--- config.mk ---
export PLATFORM = sky130hd
export DESIGN_NAME = load_store_unit
export DESIGN_NICKNAME = d
export VERILOG_FILES = /design/src/rtl/lsu_pkg.sv /design/src/rtl/load_store_unit_load_align.sv /design/src/rtl/load_store_unit.sv
export SDC_FILE = /design/constraint.sdc
export NUM_CORES = 1
export LEC_CHECK = 0
export CAP_MARGIN = 30
export CORE_UTILIZATION = 46
export DETAILED_ROUTE_END_ITERATION = 6
export HOLD_SLACK_MARGIN = 0.12
export PLACE_DENSITY = 0.83
export SLEW_MARGIN = 40
export SYNTH_ARGS = -nofsm -noshare
export SYNTH_HDL_FRONTEND = slang
export SYNTH_SLANG_ARGS = --single-unit
--- constraint.sdc ---
create_clock -name clock -period 2.7 [get_ports clock]
set_input_delay 0.405 -clock clock [delete_from_list [all_inputs] [get_ports clock]]
set_output_delay 0.405 -clock clock [all_outputs]
set_load 0.1 [all_outputs]
--- src/rtl/lsu_pkg.sv ---
// Shared definitions for the load/store unit: RV32I funct3 codes, FSM state
// encoding, access-size decode and store-side lane helpers.
package lsu_pkg;

    localparam logic [2:0] LB  = 3'b000;
    localparam logic [2:0] LH  = 3'b001;
    localparam logic [2:0] LW  = 3'b010;
    localparam logic [2:0] LBU = 3'b100;
    localparam logic [2:0] LHU = 3'b101;

    localparam logic [2:0] SB  = 3'b000;
    localparam logic [2:0] SH  = 3'b001;
    localparam logic [2:0] SW  = 3'b010;

    typedef enum logic [1:0] {
        IDLE   = 2'd0,
        ACCESS = 2'd1,
        WAIT   = 2'd2,
        RESP   = 2'd3
    } lsu_state_t;

    typedef enum logic [1:0] {
        SZ_BYTE = 2'd0,
        SZ_HALF = 2'd1,
        SZ_WORD = 2'd2
    } lsu_size_t;

    // Undefined codes fall back to a full word access.
    function automatic lsu_size_t access_size(input logic write, input logic [2:0] funct3);
        lsu_size_t sz;
        sz = SZ_WORD;
        if (write) begin
            case ({1'b0, funct3[1:0]})
                SB:      sz = SZ_BYTE;
                SH:      sz = SZ_HALF;
                SW:      sz = SZ_WORD;
                default: sz = SZ_WORD;
            endcase
        end else begin
            case (funct3)
                LB, LBU: sz = SZ_BYTE;
                LH, LHU: sz = SZ_HALF;
                default: sz = SZ_WORD;
            endcase
        end
        return sz;
    endfunction

    function automatic logic is_misaligned(input lsu_size_t sz, input logic [1:0] lo);
        logic mis;
        case (sz)
            SZ_HALF: mis = lo[0];
            SZ_WORD: mis = (lo != 2'b00);
            default: mis = 1'b0;
        endcase
        return mis;
    endfunction

    function automatic logic [1:0] natural_lo(input lsu_size_t sz, input logic [1:0] lo);
        logic [1:0] r;
        case (sz)
            SZ_HALF: r = {lo[1], 1'b0};
            SZ_WORD: r = 2'b00;
            default: r = lo;
        endcase
        return r;
    endfunction

    function automatic logic [3:0] byte_enables(input logic write, input lsu_size_t sz,
                                                input logic [1:0] lo);
        logic [3:0] be;
        be = 4'b1111;
        if (write) begin
            case (sz)
                SZ_BYTE: be = 4'b0001 << lo;
                SZ_HALF: be = lo[1] ? 4'b1100 : 4'b0011;
                default: be = 4'b1111;
            endcase
        end
        return be;
    endfunction

    function automatic logic [31:0] store_data(input lsu_size_t sz, input logic [31:0] wdata);
        logic [31:0] d;
        case (sz)
            SZ_BYTE: d = {4{wdata[7:0]}};
            SZ_HALF: d = {2{wdata[15:0]}};
            default: d = wdata;
        endcase
        return d;
    endfunction

endpackage

--- src/rtl/load_store_unit_load_align.sv ---
// Combinational load-data extraction: picks the addressed byte/halfword lane
// from the memory word and sign- or zero-extends it per funct3.
module load_align
    import lsu_pkg::*;
(
    input  logic [31:0] i_word,
    input  logic [1:0]  i_addr,
    input  logic [2:0]  i_funct3,
    output logic [31:0] o_result
);

    logic [7:0]  w_byte;
    logic [15:0] w_half;

    assign w_byte = i_word[{i_addr, 3'b000} +: 8];
    assign w_half = i_word[{i_addr[1], 4'b0000} +: 16];

    always_comb begin
        o_result = i_word;
        case (i_funct3)
            LB:      o_result = {{24{w_byte[7]}}, w_byte};
            LBU:     o_result = {24'b0, w_byte};
            LH:      o_result = {{16{w_half[15]}}, w_half};
            LHU:     o_result = {16'b0, w_half};
            LW:      o_result = i_word;
            default: o_result = i_word;
        endcase
    end

endmodule

--- src/rtl/load_store_unit.sv ---
// Single-outstanding RV32I load/store unit with a fixed-latency memory port.
// Define LSU_MISALIGN_TRAP_EN to report misaligned accesses instead of aligning them.
//
// state  | meaning
// IDLE   | ready for a request; req_ready high
// ACCESS | memory strobes driven for one cycle
// WAIT   | load in flight; counts down until mem_q is valid
// RESP   | one-cycle resp_valid pulse
module load_store_unit
    import lsu_pkg::*;
#(
    parameter int READ_LATENCY = 2
)(
    input  logic        clock,
    input  logic        reset,
    input  logic        req_valid,
    output logic        req_ready,
    input  logic        req_write,
    input  logic [2:0]  req_funct3,
    input  logic [31:0] req_addr,
    input  logic [31:0] req_wdata,
    output logic        resp_valid,
    output logic [31:0] resp_rdata,
    output logic        resp_misaligned,
    output logic [31:0] mem_address,
    output logic [3:0]  mem_byteena,
    output logic [31:0] mem_data,
    output logic        mem_wren,
    input  logic [31:0] mem_q
);

    lsu_state_t  r_state;
    logic [1:0]  r_cnt;
    logic        r_write;
    logic [2:0]  r_funct3;
    logic [1:0]  r_addr_lo;

    logic        w_accept;
    lsu_size_t   w_size;
    logic [1:0]  w_addr_lo;
    logic [31:0] w_load_result;

`ifdef LSU_MISALIGN_TRAP_EN
    logic        r_misaligned;
    logic        w_misaligned;

    assign w_misaligned    = is_misaligned(w_size, req_addr[1:0]);
    assign resp_misaligned = r_misaligned;
`else
    assign resp_misaligned = 1'b0;
`endif

    // Reset gates ready so nothing is accepted in the reset cycle itself.
    assign req_ready = (r_state == IDLE) && !reset;
    assign w_accept  = req_valid && req_ready;
    assign w_size    = access_size(req_write, req_funct3);
    assign w_addr_lo = natural_lo(w_size, req_addr[1:0]);

    load_align u_load_align (
        .i_word   (mem_q),
        .i_addr   (r_addr_lo),
        .i_funct3 (r_funct3),
        .o_result (w_load_result)
    );

    always_ff @(posedge clock) begin
        if (reset) begin
            r_state     <= IDLE;
            r_cnt       <= 2'd0;
            r_write     <= 1'b0;
            r_funct3    <= 3'b000;
            r_addr_lo   <= 2'b00;
            resp_valid  <= 1'b0;
            resp_rdata  <= 32'h0;
            mem_address <= 32'h0;
            mem_byteena <= 4'b0000;
            mem_data    <= 32'h0;
            mem_wren    <= 1'b0;
`ifdef LSU_MISALIGN_TRAP_EN
            r_misaligned <= 1'b0;
`endif
        end else begin
            case (r_state)
                IDLE: begin
                    if (w_accept) begin
                        r_write   <= req_write;
                        r_funct3  <= req_funct3;
                        r_addr_lo <= w_addr_lo;
`ifdef LSU_MISALIGN_TRAP_EN
                        if (w_misaligned) begin
                            r_state      <= RESP;
                            resp_valid   <= 1'b1;
                            resp_rdata   <= 32'h0;
                            r_misaligned <= 1'b1;
                        end else
`endif
                        begin
                            r_state     <= ACCESS;
                            mem_address <= {2'b00, req_addr[31:2]};
                            mem_byteena <= byte_enables(req_write, w_size, w_addr_lo);
                            mem_data    <= store_data(w_size, req_wdata);
                            mem_wren    <= req_write;
                        end
                    end
                end
                ACCESS: begin
                    mem_wren    <= 1'b0;
                    mem_byteena <= 4'b0000;
                    if (r_write) begin
                        r_state    <= RESP;
                        resp_valid <= 1'b1;
                        resp_rdata <= 32'h0;
                    end else begin
                        r_state <= WAIT;
                        r_cnt   <= 2'(READ_LATENCY - 1);
                    end
                end
                WAIT: begin
                    // Terminal count lands on the cycle mem_q is valid.
                    if (r_cnt == 2'd0) begin
                        r_state    <= RESP;
                        resp_valid <= 1'b1;
                        resp_rdata <= w_load_result;
                    end else begin
                        r_cnt <= r_cnt - 2'd1;
                    end
                end
                RESP: begin
                    r_state    <= IDLE;
                    resp_valid <= 1'b0;
                    resp_rdata <= 32'h0;
`ifdef LSU_MISALIGN_TRAP_EN
                    r_misaligned <= 1'b0;
`endif
                end
                default: r_state <= IDLE;
            endcase
        end
    end

endmodule

==> results of run 1 <==
cell usage in the layout, fill, tap and decap left out, types with 2 or more instances in the layout:
master,count
a211oi_1,10
a21boi_1,7
a21oi_1,14
a22oi_1,6
buf_4,109
clkbuf_8,11
clkdlybuf4s50_1,101
clkinvlp_4,2
conb_1,3
dfxtp_1,110
ha_1,6
inv_1,7
inv_2,2
mux2_2,10
mux2i_1,27
nand2_1,87
nand2b_1,2
nand3b_1,56
nor2_1,50
nor2_2,2
nor2b_1,6
nor3_1,9
o21a_1,7
o21ai_0,21
o21ai_1,18
o2bb2ai_1,31
o31ai_1,4
state kept, by name, summed over array words and instances, names as in the netlist:
register and cells:
mem_address 30, mem_byteena 4, mem_data 32, mem_wren 1, r_addr_lo 2, r_cnt 2, r_funct3 3, r_state 2
r_write 1, resp_rdata 32, resp_valid 1
final cells by class:
type	instances	area, um2
fillers	855	3380
well taps	136	170
repair buffers	212	1850
clock buffers	12	155
clock inverters	4	53.8
flip-flops and latches	110	2200
multi-input cells	390	2470
inverters	9	33.8
power groups by stage:
stage | clock, mW | combinational (mW) | sequential, mW
6_report | 1.03 | 3.49 | 2.11
5_1_grt | 1.14 | 3.64 | 2.14
4_1_cts | 1.07 | 3.50 | 2.10
3_5_place_dp | 0 | 3.50 | 2.13
3_3_place_gp | 0 | 3.45 | 2.12
2_1_floorplan | 0 | 0.886 | 3.92
per-layer routing:
metal	wire length, um	vias to the layer above	GRT usage, %
li1	-	2282	-
met1	6080	2150	32.2
met2	6590	173	41.5
met3	1060	14	6.24
met4	180	0	8.25
met5	0	-	0
critical path: cells and delay by family (launching register included):
family                     cells  cell delay, ns
and+or+nand+nor                2            0.73
AOI/OAI and AO/OA              2            0.64
DFF                            1            0.41
adders and majority gates      1            0.27
buffers and inverters          1            0.10
stage by stage:
step / hold WS [ns] / area [um2] / utilization (%)
final: 0.390 / 6940 / 67.3
after global routing: 0.399 / 6940 / 67.3
after CTS: 0.380 / 6940 / 67.3
after detailed placement: 0.449 / 6740 / 65.2
after global placement: 0.447 / 6740 / 65.2
after floorplan: 0.478 / 4890 / -
worst max-delay path by stage:
stage	slack, ns	to	depth (start not counted)
2_1_floorplan	0.19	req_ready	4
3_3_place_gp	0.55	resp_rdata[27]$_SDFFE_PP0P_	5
3_5_place_dp	0.47	resp_rdata[20]$_SDFFE_PP0P_	5
4_1_cts	0.48	resp_rdata[20]$_SDFFE_PP0P_	6
5_1_grt	0.30	resp_rdata[16]$_SDFFE_PP0P_	6
6_report	0.47	resp_rdata[20]$_SDFFE_PP0P_	6
cells by family (layout without fill, tap and decap cells):
logic type | after synthesis | count (layout) | share of synthesized area, %
simple gates | 219 | 219 | 22.8
buf+inv | 51 | 237 | 4.54
fa+ha+maj | 6 | 6 | 1.54
mux | 38 | 38 | 8.15
compound gates | 124 | 124 | 17.8
flops | 110 | 110 | 45.1
other cells | 1 | 3 | 0.0768
==> results.cfg, run 1 <==
[drt]
totalWireLength_um = 13900
vias = 4619
first_iter_violations = 229
drt_pass1_iterations = 4
viasPerCell = 5.29
wl_per_cell_um = 15.9
drc = 0
ant_nets = 0

[power]
power.total_mw = 6.63
power.density_mw_per_mm2 = 955
swShare_pct = 51.4
p_comb_share_pct = 52.6
ir_drop_v = 0.000730
power_frac_seq_pct = 31.8
clkPwrFrac_pct = 15.6
p_leak_nw = 2.95
power.switching_mw = 3.41
p_int_mw = 3.22

[floorplan]
rows = 37
die_x_um = 105
dieArea_mm2 = 0.0110
die_y_um = 105
coreArea_mm2 = 0.0103
boundaryPins = 207
start_util_pct = 47.3

[hold_path]
hold_depth = 2
min_to = r_state[1]$_SDFFE_PP0P_
hp-class = in -> reg
min-delay-start = reset

[yosys]
synth_most_common_cell = dfxtp_1
synth_cell_types = 41
netlist_instances = 549
async_flop_share_pct = 0
postSynthAreaPerCell_um2 = 8.89
synth-seq-cells = 110
syn_area_mm2 = 0.00488
synth_top_area_cell = dfxtp_1
synth_top_cell_area_share_pct = 45.1
synth_edf_count = 0
synth.yosys.seq_area_share_pct = 45.1
ys_warn_count = 0
synthTopCellsByArea = dfxtp_1 45%, nand3b_1 8.6%, nand2_1 6.7%, o2bb2ai_1 5.6%, mux2i_1 5.5%
ys.flop_type = dfxtp_1
synth_common_cells = 110 x dfxtp_1, 87 x nand2_1, 56 x nand3b_1

[clock_tree]
cts_buffer_depth = 2
clock_latency_ns = 0.36
htree_levels = 3
clkTransAtPathRegs_ns = 0.10
clock-sinks = 110
cts_buffers = 9
hold_buffers = 0
root_buffer = clkbuf_8
cts_resized = 0
post_cts_buffers = 0
cts_tree = done

[timing]
slew_headroom_pct = 54.3
setup-tns-final_ns = 0
skew_ns = 0.0107
rsz0062_at_grt = false
hold_violations = 0
worst_slew_pin_slew_ns = 0.685
max_freq_ghz = 0.449
post-route-period-util_pct = 82.5
slew_viol_final = 0
setup_violations = 0
setup_ws_ns = 0.472
period_needed_ns = 2.23

[setup_path]
critPathKind = reg -> reg
critPathMaxStageDelay_ns = 0.56
rr_startpoint = r_state[1]$_SDFFE_PP0P_
worstPathCellList = inv_1 > ha_1 > nor2b_4 > nor4_4 > o221ai_4 > o2bb2ai_1
startpoint_type = flop
startpoint = r_state[1]$_SDFFE_PP0P_
required_ns = 2.99
r2r-end = resp_rdata[20]$_SDFFE_PP0P_
critical_path.max_fanout = 16
crit_arrival_ns = 2.52
endpoint_kind = flop
reg2reg_slack_ns = 0.47
cp_slowest_cell = nor4_4
r2r.worst_path.cells = 6

[place]
gp_congestion = 0.879
portBuffers = 203
hpwl_um = 10100
post-place-cells = 857
pre_cts_slack_ns = 0.471

[layout]
syn2layout_area_growth_pct = 42.3
drive_above_1_share_pct = 19.8
layout.nets = 841
diodes = 0
fin_cells = 873

[job]
cap_violations = 0

[global_route]
antenna_found_initial = 0
grt_overflow = 0
grt_pass1_wl_um = 22500
grt_pass1_vias = 4437
grt_max_degree = 74
grt_use_total_pct = 25.2

[run_status]
run_status = finished clean
Note: power is estimated with default switching activity, not from simulation.
==> run 2: changes to the inputs <==
- CORE_UTILIZATION: 46 -> 43
- PLACE_DENSITY: 0.83 -> 0.78
- clock period: 2.7 -> 2.13 ns (I/O delays scaled with it)
==> run 2 against run 1 <==
Sequential power is 27% higher; worst setup slack worse by 0.32 ns; flip-flop and latch count is the same; register-to-register slack got worse by 0.26 ns; global-route usage shrank 0.83 points; combinational power rose by 30%; clock-buffer cell count down 3; worst hold slack improved by 0.027 ns; final area is 3.3% higher; clock skew decreased by 0.0015 ns; critical path depth shrank 2; via count rose by 2.4%; critical endpoint is now req_ready; largest cell class unchanged.
==> results.cfg, run 2 (synthesis gave the netlist of run 1 again) <==
[global_route]
grt_max_degree = 46
antenna_found_initial = 0
grt_pass1_vias = 4649
grt_use_total_pct = 24.4
grt_pass1_wl_um = 22500
grt_overflow = 0

[layout]
final_common_cell = buf_4
top_regs = mem_data: 32 flops, resp_rdata: 32 flops, mem_address: 30 flops
layout.nets = 850
syn2layout_area_growth_pct = 47.0
drive_above_1_share_pct = 20.7
diodes = 0
layout_common_cells = 113 x buf_4, 110 x dfxtp_1, 101 x clkdlybuf4s50_1, 87 x nand2_1, 56 x nand3b_1
fin_cells = 883

[timing]
post-route-period-util_pct = 92.7
slew_viol_final = 0
setup-tns-final_ns = 0
max_freq_ghz = 0.506
slew_headroom_pct = 57.3
period_needed_ns = 1.97
skew_ns = 0.00921
rsz0062_at_grt = false
setup_violations = 0
worst_slew_pin_slew_ns = 0.640
hold_violations = 0

[clock_tree]
hold_buffers = 0
cts_buffers = 9
post_cts_buffers = 0
cts_tree = done
root_buffer = clkbuf_16
htree_levels = 3
cts_resized = 0
cts_buffer_depth = 2
clock-sinks = 110
clock_latency_ns = 0.34
clkTransAtPathRegs_ns = 0.07

[floorplan]
die_y_um = 109
start_util_pct = 44.6
boundaryPins = 207
rows = 38
die_x_um = 109
coreArea_mm2 = 0.0109
dieArea_mm2 = 0.0118

[hold_path]
hp-class = in -> reg
min_to = r_state[1]$_SDFFE_PP0P_
hold_depth = 2
min-delay-start = reset

[power]
p_comb_share_pct = 50.7
power.switching_mw = 4.39
power.density_mw_per_mm2 = 1250
clkPwrFrac_pct = 19.4
swShare_pct = 49.0
power_frac_seq_pct = 29.9
p_leak_nw = 3.06
ir_drop_v = 0.000802
p_int_mw = 4.57

[setup_path]
crit_arrival_ns = 1.66
worstPathCellList = inv_1 > ha_1 > nor2b_2 > buf_12
r2r-end = resp_rdata[7]$_SDFFE_PP0P_
r2r.worst_path.cells = 7
critPathBufInv = 2
critPathKind = reg -> out
crit_family = adder cells
endpoint_kind = output pin
critPathMaxStageDelay_ns = 0.38
required_ns = 1.81
critical_path.max_fanout = 7
startpoint_type = flop
reg2reg_slack_ns = 0.21
cp_slowest_cell = ha_1
rr_startpoint = r_state[0]$_SDFFE_PP0P_

[place]
post-place-cells = 870
portBuffers = 203
gp_congestion = 0.879
hpwl_um = 10600

[drt]
ant_nets = 0
drt_pass1_iterations = 4
wl_per_cell_um = 16.2
first_iter_violations = 342
viasPerCell = 5.36
drc = 0
vias = 4729
totalWireLength_um = 14300

[run_status]
run_status = finished clean

[job]
cap_violations = 0
==> run 2: cell types whose count changed in the layout (fill, tap and decap cells not counted), sizes merged <==
cell,change
buf,+9
bufinv,+1
clkbuf,-3
inv,-1
==> run 2: per-stage QoR <==
stage	total power [mW]	hold WS, ns	cell area (um2)	worst slack, ns	util, %
final	8.95	0.416	7170	0.155	65.6
after global routing	9.33	0.439	7170	0.00748	65.6
after CTS	9.01	0.413	7170	0.135	65.6
after detailed placement	7.25	0.454	6870	0.0989	62.8
after global placement	7.18	0.449	6870	0.138	62.8
after floorplan	6.10	0.418	4890	0.226	-
==> run 2: worst max path at each step <==
stage                             from                          end  slack (ns)  cells after the start
2_1_floorplan  r_state[0]$_SDFFE_PP0P_                    req_ready        0.23                      4
3_3_place_gp                 mem_q[23]   resp_rdata[7]$_SDFFE_PP0P_        0.14                      5
3_5_place_dp                 mem_q[15]  resp_rdata[14]$_SDFFE_PP0P_         0.1                      5
4_1_cts        r_state[0]$_SDFFE_PP0P_                    req_ready        0.13                      4
5_1_grt        r_state[0]$_SDFFE_PP0P_    mem_data[23]$_SDFFE_PP0P_       0.007                      7
6_report       r_state[0]$_SDFFE_PP0P_                    req_ready        0.16                      4
==> run 2: worst reg2reg max path, stage by stage, from the launching register on <==
cell,delay [ns]
dfxtp_1,0.39
inv_1,0.12
ha_1,0.28
nor2b_1,0.17
nor3_1,0.37
nor2_2,0.09
buf_12,0.19
a32o_1,0.21
==> run 2: power by group through the flow <==
| stage | combinational, mW | sequential [mW] | clock [mW] |
|---|---|---|---|
| finish | 4.54 | 2.68 | 1.74 |
| global route | 4.75 | 2.73 | 1.86 |
| CTS | 4.55 | 2.68 | 1.78 |
| detailed placement | 4.54 | 2.71 | 0 |
| global placement | 4.48 | 2.70 | 0 |
| floorplan | 1.13 | 4.97 | 0 |
==> run 2: layout make-up <==
| cell class | count | area (um2) |
|---|---|---|
| clock buffer | 9 | 225 |
| clock inverter | 4 | 75.1 |
| fill | 911 | 3760 |
| inverter | 9 | 33.8 |
| multi-input combinational | 390 | 2480 |
| sequential | 110 | 2200 |
| tap | 140 | 175 |
| timing repair buffer | 221 | 1980 |
==> run 2: per-layer routing <==
layer,track usage (%),share of wire (%),vias to the layer above
li1,-,-,2290
met1,30.0,43,2205
met2,40.2,46,209
met3,6.45,8.8,25
met4,9.94,2.3,0
met5,0,0,-
==> run 3: changes to the inputs <==
- GPL_ROUTABILITY_DRIVEN: default -> 0
==> results of run 3 <==
The final DEF is identical to that of run 2; final timing and power are the same.
==> RTL change 1, RTL diff (flow settings as in run 2) <==
Re-encode `lsu_state_t` (4 states) as one-hot, 4 bits wide.
--- a/src/rtl/lsu_pkg.sv
+++ b/src/rtl/lsu_pkg.sv
@@ -12,11 +12,11 @@
     localparam logic [2:0] SH  = 3'b001;
     localparam logic [2:0] SW  = 3'b010;
 
-    typedef enum logic [1:0] {
-        IDLE   = 2'd0,
-        ACCESS = 2'd1,
-        WAIT   = 2'd2,
-        RESP   = 2'd3
+    typedef enum logic [3:0] {
+        IDLE   = 4'b0001,
+        ACCESS = 4'b0010,
+        WAIT   = 4'b0100,
+        RESP   = 4'b1000
     } lsu_state_t;
 
     typedef enum logic [1:0] {
Formal check against the unedited RTL: no difference found for any inputs over 4 cycles, from zero or initial values and one cycle with reset high; so few cycles prove little.
==> RTL change 1 against run 2 <==
  * Cell area increased by 1.7%
  * Synthesized area increased by 1.6%
  * Routed wire length increased by 5.8%
  * Maximum frequency decreased by 1.6%
  * Sequential share of layout area about the same
  * First-iteration DRC count decreased by 22%
  * Setup slack got worse by 31 ps
  * Sequential cell count increased by 2
Power is not compared: it rests on default switching activity, and its combinational part moved more than twofold at a synthesized area within 25%.
==> RTL change 1: results <==
[status]
status = "completed"

[routing]
vias = 5015
first_pass_iters = 4
avgRoutedWirePerCell_um = 16.2
first_iter_violations = 268
via_per_inst = 5.35

[worst_setup_path]
worstPathMaxFanout = 10
worstPathArrival_ps = 1690

[finish]
layout-drive-gt1-share = 0.199
n_clock_buffer = 11
utilization = 0.661
multi_input_area_share = 0.337
fillers = 928
clock_cell_area_share = 0.0401
fin_nets = 896
nNonClkInverters = 15
buf_share = 0.283
signal_buffers = 233
multi_input_gates = 421
seq_area_um2 = 2240

[yosys]
synthMuxAreaShare = 0.0452
synth_commonest_cells = "124 x nand2_1, 112 x dfxtp_1, 64 x o21ai_0, 37 x nor2_1, 36 x clkbuf_1"
synth_fa_ha_area_frac = 0.00252
yosysSeqAreaShare = 0.452
synth_xor_area_frac = 0.00177
synth_area_leaders = "dfxtp_1 45%, nand2_1 9.4%, o21ai_0 6.5%"
synth_compound_area_frac = 0.231
synth_edf_count = 0
synth_seq_cells = 112
synth_cell_types = 56

[floorplan]
placeableCoreArea_um2 = 11000

[global_routing]
grt_max_degree = 40
grt_use_total = 0.250
grt_pass1_vias = 4685
grt_pass1_wl_um = 23300

[placement]
dp_cells = 919
post-place-ws_ps = -33.9
port_buffers = 203
gp_congestion = 0.860
dp_hpwl_um = 11300
placed_area_um2 = 6960

[clock_tree]
cts.clk_slew.worst_paths_ps = 70
cts_max_level = 3
cts.repair.resized = 2
post_cts_buffers = 2

[min_path]
worstHoldPathType = "reg -> reg"

[timing]
hold_viol = 0
skew_ps = 13.8
relSlewSlack = 0.592

[pwr]
seqPwrFrac = 0.405
powerComb_mw = 1.70
RTL change 1: cell count changes in the layout (fill, tap and decap cells not counted), sizes merged, moves of 11 or more:
cell            run 2  this run
o2bb2ai            31         1
a21oi              14        26
nor2               53        37
nand3b             56         3
o21ai              39        64
a22o                1        21
buf               120       131
nand2              87       124
nand2b              2        20
RTL change 1: critical path: stages (launching register included):
cell	delay, ps
dfxtp_1	330
buf_4	160
or4b_4	550
nor2_4	120
buf_12	180
RTL change 1: worst paths after layout:
check / start / end / slack, ps / cells past startpoint
setup reg to reg: r_state[1] / resp_rdata[7] / 130 / 5
hold reg to reg: mem_data[31] / mem_data[31] / 460 / 2
setup / recovery: r_state[1] / req_ready / 120 / 4
hold / removal: mem_data[31] / mem_data[31] / 460 / 2
RTL change 1: routing by layer:
metal,global-route usage,vias up,wire [um]
met5,0,-,0
met4,0.0810,0,228
met3,0.0830,19,1440
met2,0.421,193,7110
met1,0.300,2329,6380
li1,-,2474,-
==> RTL change 2, RTL diff (settings of run 2) <==
Without the edit above. Add a define of `LSU_MISALIGN_TRAP_EN`.
--- a/src/rtl/load_store_unit.sv
+++ b/src/rtl/load_store_unit.sv
@@ -6,6 +6,8 @@
 // ACCESS | memory strobes driven for one cycle
 // WAIT   | load in flight; counts down until mem_q is valid
 // RESP   | one-cycle resp_valid pulse
+`define LSU_MISALIGN_TRAP_EN
+
 module load_store_unit
     import lsu_pkg::*;
 #(
Formal check against the unedited RTL: not equivalent (Yosys sat finds a counterexample within 4 cycles, from zero or initial values and one cycle with reset high).
==> RTL change 2 against run 2 <==
  * Power down 15%
  * Routed wire length up 15%
  * Sequential cell count up 1
  * Global-route usage up 1.4 points
  * Cell count up 8.5%
  * Cell area up 4.2%
  * Die area up 3.9%
  * Hold slack better by 40 ps
  * Core utilization down 0.41 points
  * Synthesized area up 4.0%
  * Largest cell class unchanged
  * Setup slack worse by 13 ps
  * Highest routed layer is now met5
==> RTL change 2: results <==
[floorplan]
die_area_um2 = 12200

[status]
status = "completed"

[yosys]
ys.flop_type = "dfxtp_1"
synth_commonest_cells = "119 x nand2_1, 111 x dfxtp_1, 75 x a21oi_1, 37 x o21ai_0"
synth_cell_types = 46
yosysSeqAreaShare = 0.438
async_flop_share = 0
synth_area_leaders = "dfxtp_1 44%, nand2_1 8.8%, a21oi_1 7.4%"

[finish]
fin_nets = 920
layout-drive-gt1-share = 0.205
diodes = 0

[routing]
first_iter_violations = 479
drt_wl_total_um = 16500
via_per_inst = 5.53
first_pass_iters = 5

[global_routing]
grt_max_degree = 63
grt_pass1_vias = 5242
antenna_found_initial = 1
grt_pass1_wl_um = 25700
grt_use_total = 0.258

[clock_tree]
clk-insertion-delay-late_ps = 350
cts_inserted_buffers = 9
clock_path_buffers = 2

[worst_setup_path]
worstPathArrival_ps = 2240
worstPathMaxFanout = 8
crit_start = "r_state[0]"

[min_path]
worstHoldPathType = "reg -> reg"
hold_start = "mem_address[14]"

[pwr]
irDropWorstVdd_v = 0.000518
leakage_nw = 3.02

[placement]
dp_hpwl_um = 11700
post-place-ws_ps = -148
port_buffers = 204
placed_area_um2 = 7110
gp_congestion = 0.884

[timing]
tightest_slew_ps = 805
skew_ps = 5.11
==> RTL change 2: path summary, 6_finish.rpt <==
check / end / slack [ps] / cells after the start
setup / recovery: resp_rdata[31] / 140 / 7
hold / removal: mem_address[14] / 460 / 2
setup reg to reg: resp_rdata[31] / 140 / 7
hold reg to reg: mem_address[14] / 460 / 2
==> RTL change 2: area by class of cell <==
type                    count  area [um2]
well taps                 143         179
inverters                  24        90.1
clock inverters             5        43.8
clock buffers              10         239
multi-input cells         427        2570
flip-flops and latches    111        2220
fillers                   940        3990
repair buffers            238        2130
==> RTL change 2: layer usage <==
metal	track usage	wire length (um)	vias up
met5	0	16	-
met4	0.0996	289	2
met3	0.0782	1240	21
met2	0.438	8090	209
met1	0.303	6810	2507
li1	-	-	2558
==> RTL change 2: repair_timing <==
action                                  in CTS  in global routing
endpoints found under the setup margin       5                 46
pin swaps                                    0                  3
buffers inserted                             0                  3
cloned                                       0                  2
gates resized for setup                      1                  4
==> RTL change 2: where the power goes <==
group / switching (mW) / internal [mW]
Clock: 0.811 / 0.833
Combinational: 2.45 / 1.07
Sequential: 0.151 / 2.30
Total: 3.41 / 4.20
==> RTL change 2: through the flow <==
step | setup TNS, ps | std cells | hold slack (ps)
final | 0 | 958 | 456
after global routing | 0 | 958 | 480
after CTS | 0 | 953 | 437
after detailed placement | -2760 | 938 | 447
after global placement | -1150 | 938 | 443
after floorplan | 0 | 614 | 436
==> RTL change 2: cell families (layout without fill, tap and decap cells) <==
logic type,Yosys count,in the layout,synth area share
mux,27,27,0.0542
fa+ha+maj,6,6,0.0148
buf+inv,77,277,0.0658
simple gates,201,202,0.179
other cells,1,2,0.000739
compound gates,190,190,0.248
flops,111,111,0.438
==> RTL change 2: worst max-delay path, stage by stage (launching register included) <==
cell,delay [ps]
dfxtp_1,380
inv_1,110
ha_1,240
nor2b_1,180
a211oi_4,250
buf_4,160
nand4b_2,240
o32ai_1,340
